## src/rtl/ahb_decoder_mux.sv

```systemverilog
// AHB address decoder and slave-to-master response mux, with an internal
// default slave that returns a two-cycle ERROR to active transfers to unmapped regions.
module ahb_decoder_mux #(
    parameter int NUM_SLAVES   = 4,
    parameter int ADDR_WIDTH   = 32,
    parameter int DATA_WIDTH   = 32,
    parameter int REGION_SHIFT = 28
) (
    input  logic                             Hclk,
    input  logic                             Hresetn,
    input  logic [ADDR_WIDTH-1:0]            Haddr,
    input  logic [1:0]                       Htrans,
    input  logic [NUM_SLAVES-1:0]            Hreadyout_s,
    input  logic [NUM_SLAVES-1:0]            Hresp_s,
    input  logic [NUM_SLAVES*DATA_WIDTH-1:0] Hrdata_s,
    output logic [NUM_SLAVES-1:0]            Hsel,
    output logic                             Hready,
    output logic                             Hresp,
    output logic [DATA_WIDTH-1:0]            Hrdata,
    output logic [7:0]                       decode_err_cnt
);
    localparam int RW = ADDR_WIDTH - REGION_SHIFT;
    localparam int IW = (NUM_SLAVES > 1) ? $clog2(NUM_SLAVES) : 1;

    typedef enum logic [1:0] {DS_IDLE, DS_ERR1, DS_ERR2} ds_state_t;

    logic [RW-1:0]   region;
    logic [31:0]     region_ext;
    logic [IW-1:0]   region_idx;
    logic            mapped;
    logic            err_start;
    logic            unused_bits;

    logic            dsel_def;
    logic [IW-1:0]   dsel_idx;

    ds_state_t       ds_state, ds_next;
    logic            ds_ready, ds_resp;

    logic [NUM_SLAVES-1:0][DATA_WIDTH-1:0] rdata_arr;

    assign region      = Haddr[ADDR_WIDTH-1:REGION_SHIFT];
    assign region_ext  = 32'(region);
    assign region_idx  = region[IW-1:0];
    assign mapped      = region_ext < 32'(NUM_SLAVES);
    assign unused_bits = ^{Haddr[REGION_SHIFT-1:0], Htrans[0]};
    assign rdata_arr   = Hrdata_s;

    // Only NONSEQ/SEQ (Htrans[1]=1) accepted on unmapped space are errors.
    assign err_start = Hready && Htrans[1] && !mapped;

    genvar gi;
    generate
        for (gi = 0; gi < NUM_SLAVES; gi++) begin : g_sel
            assign Hsel[gi] = (region_ext == 32'(gi));
        end
    endgenerate

    always_ff @(posedge Hclk or negedge Hresetn) begin
        if (!Hresetn) begin
            dsel_def <= 1'b1;
            dsel_idx <= '0;
        end else if (Hready) begin
            dsel_def <= !mapped;
            dsel_idx <= mapped ? region_idx : '0;
        end
    end

    always_ff @(posedge Hclk or negedge Hresetn) begin
        if (!Hresetn) ds_state <= DS_IDLE;
        else          ds_state <= ds_next;
    end

    always_comb begin
        ds_next = ds_state;
        case (ds_state)
            DS_IDLE: if (err_start) ds_next = DS_ERR1;
            DS_ERR1: ds_next = DS_ERR2;
            DS_ERR2: ds_next = err_start ? DS_ERR1 : DS_IDLE;
            default: ds_next = DS_IDLE;
        endcase
    end

    always_comb begin
        ds_ready = 1'b1;
        ds_resp  = 1'b0;
        case (ds_state)
            DS_ERR1: begin ds_ready = 1'b0; ds_resp = 1'b1; end
            DS_ERR2: begin ds_ready = 1'b1; ds_resp = 1'b1; end
            default: begin ds_ready = 1'b1; ds_resp = 1'b0; end
        endcase
    end

    always_comb begin
        Hready = ds_ready;
        Hresp  = ds_resp;
        Hrdata = '0;
        if (!dsel_def) begin
            Hready = Hreadyout_s[dsel_idx];
            Hresp  = Hresp_s[dsel_idx];
            Hrdata = rdata_arr[dsel_idx];
        end
    end

    // ERR1 is only reachable from IDLE/ERR2, so every entry is a new error.
    always_ff @(posedge Hclk or negedge Hresetn) begin
        if (!Hresetn)
            decode_err_cnt <= 8'd0;
        else if (ds_next == DS_ERR1 && decode_err_cnt != 8'hFF)
            decode_err_cnt <= decode_err_cnt + 8'd1;
    end
endmodule
```

## config.mk

```make
export PLATFORM = sky130hd
export DESIGN_NAME = ahb_decoder_mux
export DESIGN_NICKNAME = d
export VERILOG_FILES = /design/src/rtl/ahb_decoder_mux.sv
export SDC_FILE = /design/constraint.sdc
export NUM_CORES = 1
export LEC_CHECK = 0
export BUFFER_PORTS_ARGS = -buffer_cell sky130_fd_sc_hd__buf_2
export CORE_AREA = 2 2 85 87
export CTS_CLUSTER_DIAMETER = 40
export DETAILED_ROUTE_END_ITERATION = 8
export DIE_AREA = 0 0 87 89
export HOLD_SLACK_MARGIN = 0.08
export PLACE_DENSITY = 0.75
export SLEW_MARGIN = 20
export SYNTH_ARGS = -nofsm -noshare
export SYNTH_HDL_FRONTEND = slang
export SYNTH_SLANG_ARGS = --single-unit
```

## constraint.sdc

```tcl
create_clock -name Hclk -period 2.5 [get_ports Hclk]
set_input_delay 0.25 -clock Hclk [delete_from_list [all_inputs] [get_ports Hclk]]
set_output_delay 0.25 -clock Hclk [all_outputs]
set_load 0.01 [all_outputs]
```

==> flow_summary.ini, run 1 <==
[layout]
nets = 514
area_delta_synth_final_pct = 61.8
n_fill_cell = 677
antenna_cells = 0
final_core_util_pct = 42.5
final_layout_size_suffix_gt1_share_pct = 71.3

[synthesis]
async_flop_share_pct = 100
ys_warn_count = 0
synth_top_cell_area_share_pct = 42.1
yosysTopAreaCell = mux4_2
yosys-top-cells-count = mux4_2 (33), nor2b_1 (30), dfrtp_1 (12)
yosysMostFrequentCell = mux4_2
syn-num-nets = 325
yosysSeqAreaShare_pct = 18.5
synth_edf_count = 0
synth_flop_cell = dfrtp_1
synth.area.top_cells = mux4_2 (42%), dfrtp_1 (17%), nor2b_1 (11%)
synth-seq-cells = 13
postSynthCellCount = 147
synth_cell_type_count = 32
postSynthAreaPerCell_um2 = 12.0
synth_area_mm2 = 0.00177

[worst_setup_path]
crit_path_end_kind = output pin
cp_max_fo = 22
crit_cells = 4
crit_family = multiplexers
critPathKind = reg2out
r2r_cells = 7
critPathMaxStageDelay_ns = 0.55
required_ns = 2.25
path_buf_inv = 2
crit_chain = buf_4, mux4_2, nor2b_1, buf_2
worstPathArrival_ns = 1.89
slowest_stage = mux4_2
setup.worst_path.start_class = flip-flop

[die]
die_w_um = 87
coreArea_mm2 = 0.00672
ioPinCount = 218
die-area_mm2 = 0.00774
die_height_um = 89
row_count = 30
start_util_pct = 26.3

[drt]
ant_nets = 0
dr_total_vias = 1945
drt_wl_total_um = 6270
drc = 0
drt-vias-per-instance = 4.69
wl_per_cell_um = 15.1
dr.first_iter.drc_count = 42
firstDrtPassIters = 4

[global_route]
track_usage_pct = 14.5
antenna_found_initial = 0
grt_pass1_wl_um = 9010
overflow = 0
grt_pass1_vias = 1951
grt_max_degree = 24

[clocking]
cts.sink_count = 13
cts_root_buffer = clkbuf_8
cts_setup_buffers = 0
htreeDepth = 1
clk_pin_slew_ns = 0.05
numCtsBuffers = 3
cts_tree = yes
clockBufferDepth = 2
clk_latency_ns = 0.25

[power]
vdd_drop_max_mv = 0.541
power_leakage_nw = 1.41
power_density_mw_per_mm2 = 754

[sta]
skew_ns = 0.000669
finalCriticalPeriod_ns = 2.14
min_period_over_period_pct = 85.4
relSlewSlack_pct = 65.4
setup_viol = 0
slew_viol_final = 0
rsz0062_at_grt = false
fmaxAchievable_mhz = 468
hold_viol = 0
finalSetupTns_ns = 0
worst_pin_slew_ns = 0.512

[place]
gp_congestion = 0.833
place_hpwl_um = 5360
io_buffer_count = 188

[run_status]
run_status = complete, no violations

[run]
drv_cap = 0

[worst_hold_path]
hp-class = in2reg
worstHoldPathCells = 3
-- stage by stage --
stage	setup WS, ns	instances	hold slack (ns)	area [µm²]	power (mW)
after global placement	0.499	410	0.144	2800	1.96
after floorplan	0.441	147	-0.0456	1770	1.42
after CTS	0.304	415	0.301	2860	2.19
after global routing	0.217	415	0.315	2860	2.35
final	0.365	415	0.326	2860	2.15
after detailed placement	0.472	410	0.154	2800	1.99
-- routing by layer --
layer	vias to the layer above	GRT usage (%)	routed length, µm	share of wire, %
li1	938	-	-	-
met1	890	17.7	2320	37
met2	106	26.4	3280	52
met3	11	2.40	523	8.3
met4	0	4.12	142	2.3
met5	-	0	0	0
-- registers in the layout (all words and copies together) (netlist names) --
name / cells
decode_err_cnt: 8
ds_state: 2
dsel_def: 1
dsel_idx: 2
-- cells by family (layout without fill, tap and decap cells) --
group,after synthesis,in the layout,synth area share (%)
xor gates and xnor gates,7,7,3.47
buffers and inverters,18,206,4.61
and+or+nand+nor,60,60,20.7
adders and majority gates,6,6,4.25
muxes,37,37,44.5
DFF,13,13,18.5
AOI/OAI and AO/OA,6,6,3.97
-- power by group --
part | switching [mW] | internal (mW)
sequential | 0.0920 | 0.307
combinational | 0.758 | 0.807
clock | 0.0762 | 0.113
total | 0.926 | 1.23
-- worst min-delay path, delay by kind of cell --
kind / cells / cell delay [ns]
buf+inv: 1 / 0.12
compound gates: 1 / 0.07
simple gates: 1 / 0.09
-- cell usage in the layout (no fill, tap or decap), drive strengths merged, types with 2 or more instances in the layout --
cell type	count
mux4	33
nand2	4
o21ai	3
buf	195
nor2	6
dfrtp	12
inv	6
clkbuf	4
nand3	4
xor2	6
ha	6
mux2	2
nor2b	30
nor4	3
nor4b	3
nor3	2
mux2i	2
and2b	3
-- final timing paths --
kind | slack [ns] | endpoint | from
min in group asynchronous | 0.41 | decode_err_cnt[1] | Hresetn
max in group asynchronous | 1.81 | dsel_def | Hresetn
max | 0.36 | Hrdata[23] | dsel_idx[0]
min reg2reg | 0.49 | decode_err_cnt[4] | decode_err_cnt[4]
min | 0.33 | dsel_idx[1] | Haddr[29]
max reg2reg | 0.47 | decode_err_cnt[1] | ds_state[0]
-- repair_timing --
item                                   4_1_cts  5_1_grt
gates resized for setup                      0        0
hold buffers                                 1        0
setup endpoints to repair                    0        0
endpoints found under the hold margin       12        0
-- layout make-up --
cell class                      count  area [µm²]  share of cell area [%]
Inverter                            6        22.5                   0.788
Timing Repair Buffer              196        1000                    35.1
Tap cell                           80         100                    3.50
Clock buffer                        4        45.0                    1.58
Sequential cell                    13         328                    11.5
Multi-Input combinational cell    116        1360                    47.5
(Power assumes the default switching activity.)
==> run 2, diff against run 1 <==
==> constraint.sdc (replaced) <==
create_clock -name Hclk -period 2.6 [get_ports Hclk]
set_input_delay 0.26 -clock Hclk [delete_from_list [all_inputs] [get_ports Hclk]]
set_output_delay 0.26 -clock Hclk [all_outputs]
set_load 0.01 [all_outputs]
==> run 2 against run 1 <==
Effect of this change: non-clock buffer count fell by 2; sequential cell count did not move; critical endpoint is now decode_err_cnt[7]; combinational power fell by 8%; die area did not move; largest power group unchanged.
==> flow_summary.ini, run 2 (synthesized netlist as in run 1, its figures left out) <==
[power]
sequentialPowerShare_pct = 20.3
power_density_mw_per_mm2 = 720
switching_power_mw = 0.887
p_total_mw = 2.05
switching_share_pct = 43.4
comb_power_share_pct = 71.1
power_leakage_nw = 1.40
p_int_mw = 1.16
p_clk_share_pct = 8.7
vdd_drop_max_mv = 0.512

[global_route]
grt_max_degree = 23
track_usage_pct = 14.6
grt_pass1_wl_um = 9040
overflow = 0
grt_pass1_vias = 1948
antenna_found_initial = 0

[drt]
dr_total_vias = 1975
wl_per_cell_um = 15.7
dr.first_iter.drc_count = 60
drt_wl_total_um = 6480
drc = 0
drt-vias-per-instance = 4.78
firstDrtPassIters = 4
ant_nets = 0

[worst_hold_path]
hp-class = in2reg

[worst_setup_path]
critPathKind = reg2reg
worstPathArrival_ns = 2.37
cp_max_fo = 15
crit_path_end_kind = flip-flop
required_ns = 2.76
setup.worst_path.start_class = flip-flop

[layout]
nets = 512
antenna_cells = 0
largest_reg_flops = 8
area_delta_synth_final_pct = 60.9
fin_cells = 413
regMostFlops = decode_err_cnt
layout_commonest_cell = buf_2
reg.largest.list = decode_err_cnt: 8 flops, ds_state: 2 flops, dsel_idx: 2 flops
most-common-layout-cells = buf_2 (188), mux4_2 (33), nor2b_1 (30)
final_area_mm2 = 0.00284
final_core_util_pct = 42.3
final_layout_size_suffix_gt1_share_pct = 71.2

[sta]
relSlewSlack_pct = 65.0
slew_viol_final = 0
finalSetupTns_ns = 0
rsz0062_at_grt = false
min_period_over_period_pct = 84.7
worst_pin_slew_ns = 0.518
hold_viol = 0
skew_ns = 0.00196
finalCriticalPeriod_ns = 2.20
setup_viol = 0
whs_ns = 0.326
timing.final.ws_setup_ns = 0.397
fmaxAchievable_mhz = 454

[clocking]
cts_tree = yes
clk_pin_slew_ns = 0.05
htreeDepth = 1
numCtsBuffers = 3
cts_root_buffer = clkbuf_8
cts.sink_count = 13
clockBufferDepth = 2
clk_latency_ns = 0.24
cts_resized = 0

[die]
die_w_um = 87
coreArea_mm2 = 0.00672
start_util_pct = 26.3
die-area_mm2 = 0.00774
row_count = 30
die_height_um = 89
ioPinCount = 218

[place]
place_ws_ns = 0.404
placed_area_mm2 = 0.00279
place_hpwl_um = 5590
io_buffer_count = 188
gp_congestion = 0.825
post-place-cells = 408

[run_status]
run_status = complete, no violations

[run]
drv_cap = 0
## run 2: area by class of cell
type	count	area [µm²]
inverters	6	22.5
multi-input cells	116	1360
repair buffers	194	988
clock buffers	4	45.0
well taps	80	100
fillers	668	3880
flip-flops and latches	13	328
## run 2: what timing repair did
action                    in CTS  in global routing
setup buffers                  0                  0
hold buffers                   1                  0
hold endpoints to repair      12                  0
## run 2: worst paths after layout
path | startpoint | end | slack (ns) | depth (start not counted)
max | dsel_def | decode_err_cnt[7] | 0.40 | 5
min | Haddr[28] | dsel_idx[0] | 0.33 | 3
max reg2reg | dsel_def | decode_err_cnt[7] | 0.40 | 5
min reg2reg | decode_err_cnt[4] | decode_err_cnt[4] | 0.50 | 1
max in group asynchronous | Hresetn | dsel_def | 1.89 | 2
min in group asynchronous | Hresetn | ds_state[0] | 0.44 | 2
## run 2: routing by layer
metal | track usage (%) | up-vias | wire [µm]
li1 | - | 932 | -
met1 | 17.1 | 941 | 2370
met2 | 27.8 | 94 | 3510
met3 | 3.05 | 8 | 518
met4 | 2.41 | 0 | 80
met5 | 0 | - | 0
## run 2: power by group through the flow
stage	clock network [mW]	logic (mW)	registers, mW
floorplan	0	0.981	0.388
global placement	0	1.44	0.411
detailed placement	0	1.47	0.418
CTS	0.183	1.48	0.417
global route	0.192	1.59	0.433
finish	0.177	1.45	0.414
## run 2: critical path, cell delays in order, from the launching register on
cell      delay, ns
dfstp_2        0.69
and2b_4        0.24
a221oi_4       0.43
a21boi_4       0.16
nor4_1         0.43
xor2_1         0.18
==> run 3, diff against run 2 <==
--- a/config.mk
+++ b/config.mk
@@ -5,13 +5,14 @@
 export SDC_FILE = /design/constraint.sdc
 export NUM_CORES = 1
 export LEC_CHECK = 0
+export ABC_AREA = 1
 export BUFFER_PORTS_ARGS = -buffer_cell sky130_fd_sc_hd__buf_2
-export CORE_AREA = 2 2 85 87
+export CORE_AREA = 2 2 84 86
 export CTS_CLUSTER_DIAMETER = 40
 export DETAILED_ROUTE_END_ITERATION = 8
-export DIE_AREA = 0 0 87 89
+export DIE_AREA = 0 0 86 88
 export HOLD_SLACK_MARGIN = 0.08
-export PLACE_DENSITY = 0.75
+export PLACE_DENSITY = 0.79
 export SLEW_MARGIN = 20
 export SYNTH_ARGS = -nofsm -noshare
 export SYNTH_HDL_FRONTEND = slang
==> constraint.sdc (replaced) <==
create_clock -name Hclk -period 2.1 [get_ports Hclk]
set_input_delay 0.21 -clock Hclk [delete_from_list [all_inputs] [get_ports Hclk]]
set_output_delay 0.21 -clock Hclk [all_outputs]
set_load 0.01 [all_outputs]
==> run 3 against run 2 <==
Effect of this change: combinational power increased by 83%; worst setup slack got worse by 0.22 ns; first-iteration DRC count increased to 2.5 times the previous value; design area increased by 5.8%; clock power increased by 27%; sequential cell count unchanged; non-clock buffer count increased by 2; critical path type is now reg2out; critical endpoint is now Hrdata[0]; largest power group unchanged.
==> flow_summary.ini, run 3 <==
[run_status]
run_status = complete, no violations

[sta]
relSlewSlack_pct = 80.6
worst_pin_slew_ns = 0.288
skew_ns = 0.00621
slew_viol_final = 0
hold_viol = 0
finalCriticalPeriod_ns = 1.93
setup_viol = 0
rsz0062_at_grt = false
fmaxAchievable_mhz = 519
min_period_over_period_pct = 91.7
finalSetupTns_ns = 0

[drt]
firstDrtPassIters = 4
drt-vias-per-instance = 4.88
wl_per_cell_um = 13.0
drt_wl_total_um = 7980
dr_total_vias = 3006
dr.first_iter.drc_count = 150
ant_nets = 0
drc = 0

[worst_setup_path]
cp_max_fo = 45
required_ns = 1.89
timing.critical_path.to = Hrdata[0]
r2r_cells = 7
r2r_start = decode_err_cnt[0]
critPathLaunch = dsel_idx[0]
critPathKind = reg2out
setup.worst_path.start_class = flip-flop
worstReg2RegEnd = decode_err_cnt[6]
worstPathArrival_ns = 1.72
crit_path_end_kind = output pin
r2r_setup_slack_ns = 0.33

[global_route]
grt_max_degree = 46
grt-busiest-layer = met2
use_met3_pct = 3.20
grtUsageMet2_pct = 34.1
use_met1_pct = 24.0
antenna_found_initial = 0
overflow = 0
grt_pass1_wl_um = 12000
track_usage_pct = 19.0
grt_pass1_vias = 2611

[place]
gp_congestion = 0.826
post-place-cells = 610
io_buffer_count = 188
place_hpwl_um = 6250

[worst_hold_path]
hp-class = in2reg

[synthesis]
yosysSeqAreaShare_pct = 16.7
yosysMostFrequentCell = nor2_1
synth.area.top_cells = nor2_1 (28%), o21ai_0 (17%), dfrtp_1 (15%)
yosys-top-cells-count = nor2_1 (145), o21ai_0 (66), a21oi_1 (34)
ys_warn_count = 0
synth_top_cell_area_share_pct = 27.8
async_flop_share_pct = 100
syn-num-nets = 540
synth_area_mm2 = 0.00195
yosysTopAreaCell = nor2_1
postSynthAreaPerCell_um2 = 5.40
synth_flop_cell = dfrtp_1
synth-seq-cells = 13
synth_cell_type_count = 29
synth_edf_count = 0
postSynthCellCount = 362

[clocking]
htreeDepth = 1
cts_tree = yes
clk_latency_ns = 0.25
cts_setup_buffers = 0
cts_root_buffer = clkbuf_8
numCtsBuffers = 3
cts.sink_count = 13
clockBufferDepth = 2
clk_pin_slew_ns = 0.05

[die]
die_height_um = 88
start_util_pct = 29.4
coreArea_mm2 = 0.00664
row_count = 30
die_w_um = 86
ioPinCount = 218
die-area_mm2 = 0.00757

[run]
drv_cap = 0

[layout]
regMostFlops = decode_err_cnt
reg.largest.list = decode_err_cnt: 8 flops, ds_state: 2 flops, dsel_idx: 2 flops
fin_cells = 616
layout_commonest_cell = buf_2
largest_reg_flops = 8
area_delta_synth_final_pct = 53.8
final_layout_size_suffix_gt1_share_pct = 39.4
most-common-layout-cells = buf_2 (188), nor2_1 (145), o21ai_0 (66)
nets = 714

[power]
power_leakage_nw = 1.66
power_density_mw_per_mm2 = 1130
vdd_drop_max_mv = 0.569
-- run 3: final cells by class --
cell class                 count  area (µm²)
fill                         725        3640
clock buffer                   3        41.3
clock inverter                 1        5.00
timing repair buffer         196        1020
antenna                        1        2.50
multi-input combinational    308        1460
tap                           80         100
sequential                    13         328
inverter                      14        55.1
-- run 3: metal layers --
layer  share of wire, %  vias up
li1                   -     1529
met1                 39     1332
met2                 51      137
met3                9.0        8
met4               0.75        0
met5                  0        -
-- run 3: cell families (layout without fill, tap and decap cells) --
kind of cell,count (synthesis),count (layout),share of synthesized area [%]
xor gates and xnor gates,5,5,2.24
buffers and inverters,41,214,8.83
AOI/OAI and AO/OA,102,102,26.8
DFF,13,13,16.7
adders and majority gates,6,6,3.84
other,0,1,0
and+or+nand+nor,195,195,41.6
-- run 3: report_power, final --
| part | internal [mW] | switching (mW) | leakage (nW) |
|---|---|---|---|
| sequential | 0.347 | 0.157 | 0.168 |
| clock | 0.131 | 0.0939 | 0.0255 |
| combinational | 1.03 | 1.64 | 1.46 |
-- run 3: timing repair --
action                                  4_1_cts  5_1_grt
hold endpoints to repair                     12        0
endpoints found under the setup margin        0        7
gates resized for setup                       0        3
hold buffers                                  1        0
-- run 3: per-stage QoR --
step	util [%]	power [mW]	worst slack (ns)	hold slack [ns]	instance area [µm²]
6_report	45.3	3.39	0.175	0.285	3010
5_1_grt	45.2	3.77	0.0217	0.318	3000
4_1_cts	45.1	3.39	0.0731	0.291	3000
3_5_place_dp	44.3	3.16	0.338	0.120	2940
3_3_place_gp	44.3	3.08	0.360	0.107	2940
2_1_floorplan	-	2.27	0.605	-0.0856	1950
-- run 3: worst min path at each step --
stage	start	to	slack, ns	cells after the start
4_1_cts	Haddr[30]	dsel_idx[0]	0.29	4
2_1_floorplan	Hresetn	decode_err_cnt[0]	-0.09	0
3_3_place_gp	Hresetn	decode_err_cnt[4]	0.11	1
6_report	Haddr[30]	dsel_idx[0]	0.28	4
5_1_grt	Htrans[1]	ds_state[0]	0.32	3
3_5_place_dp	Hresetn	decode_err_cnt[1]	0.12	1
-- run 3: worst max-delay path: stages (launching register included) --
cell and delay, ns:
dfrtp_2 0.50, inv_4 0.22, buf_12 0.23, o21ai_0 0.11, a21oi_1 0.22, buf_2 0.18
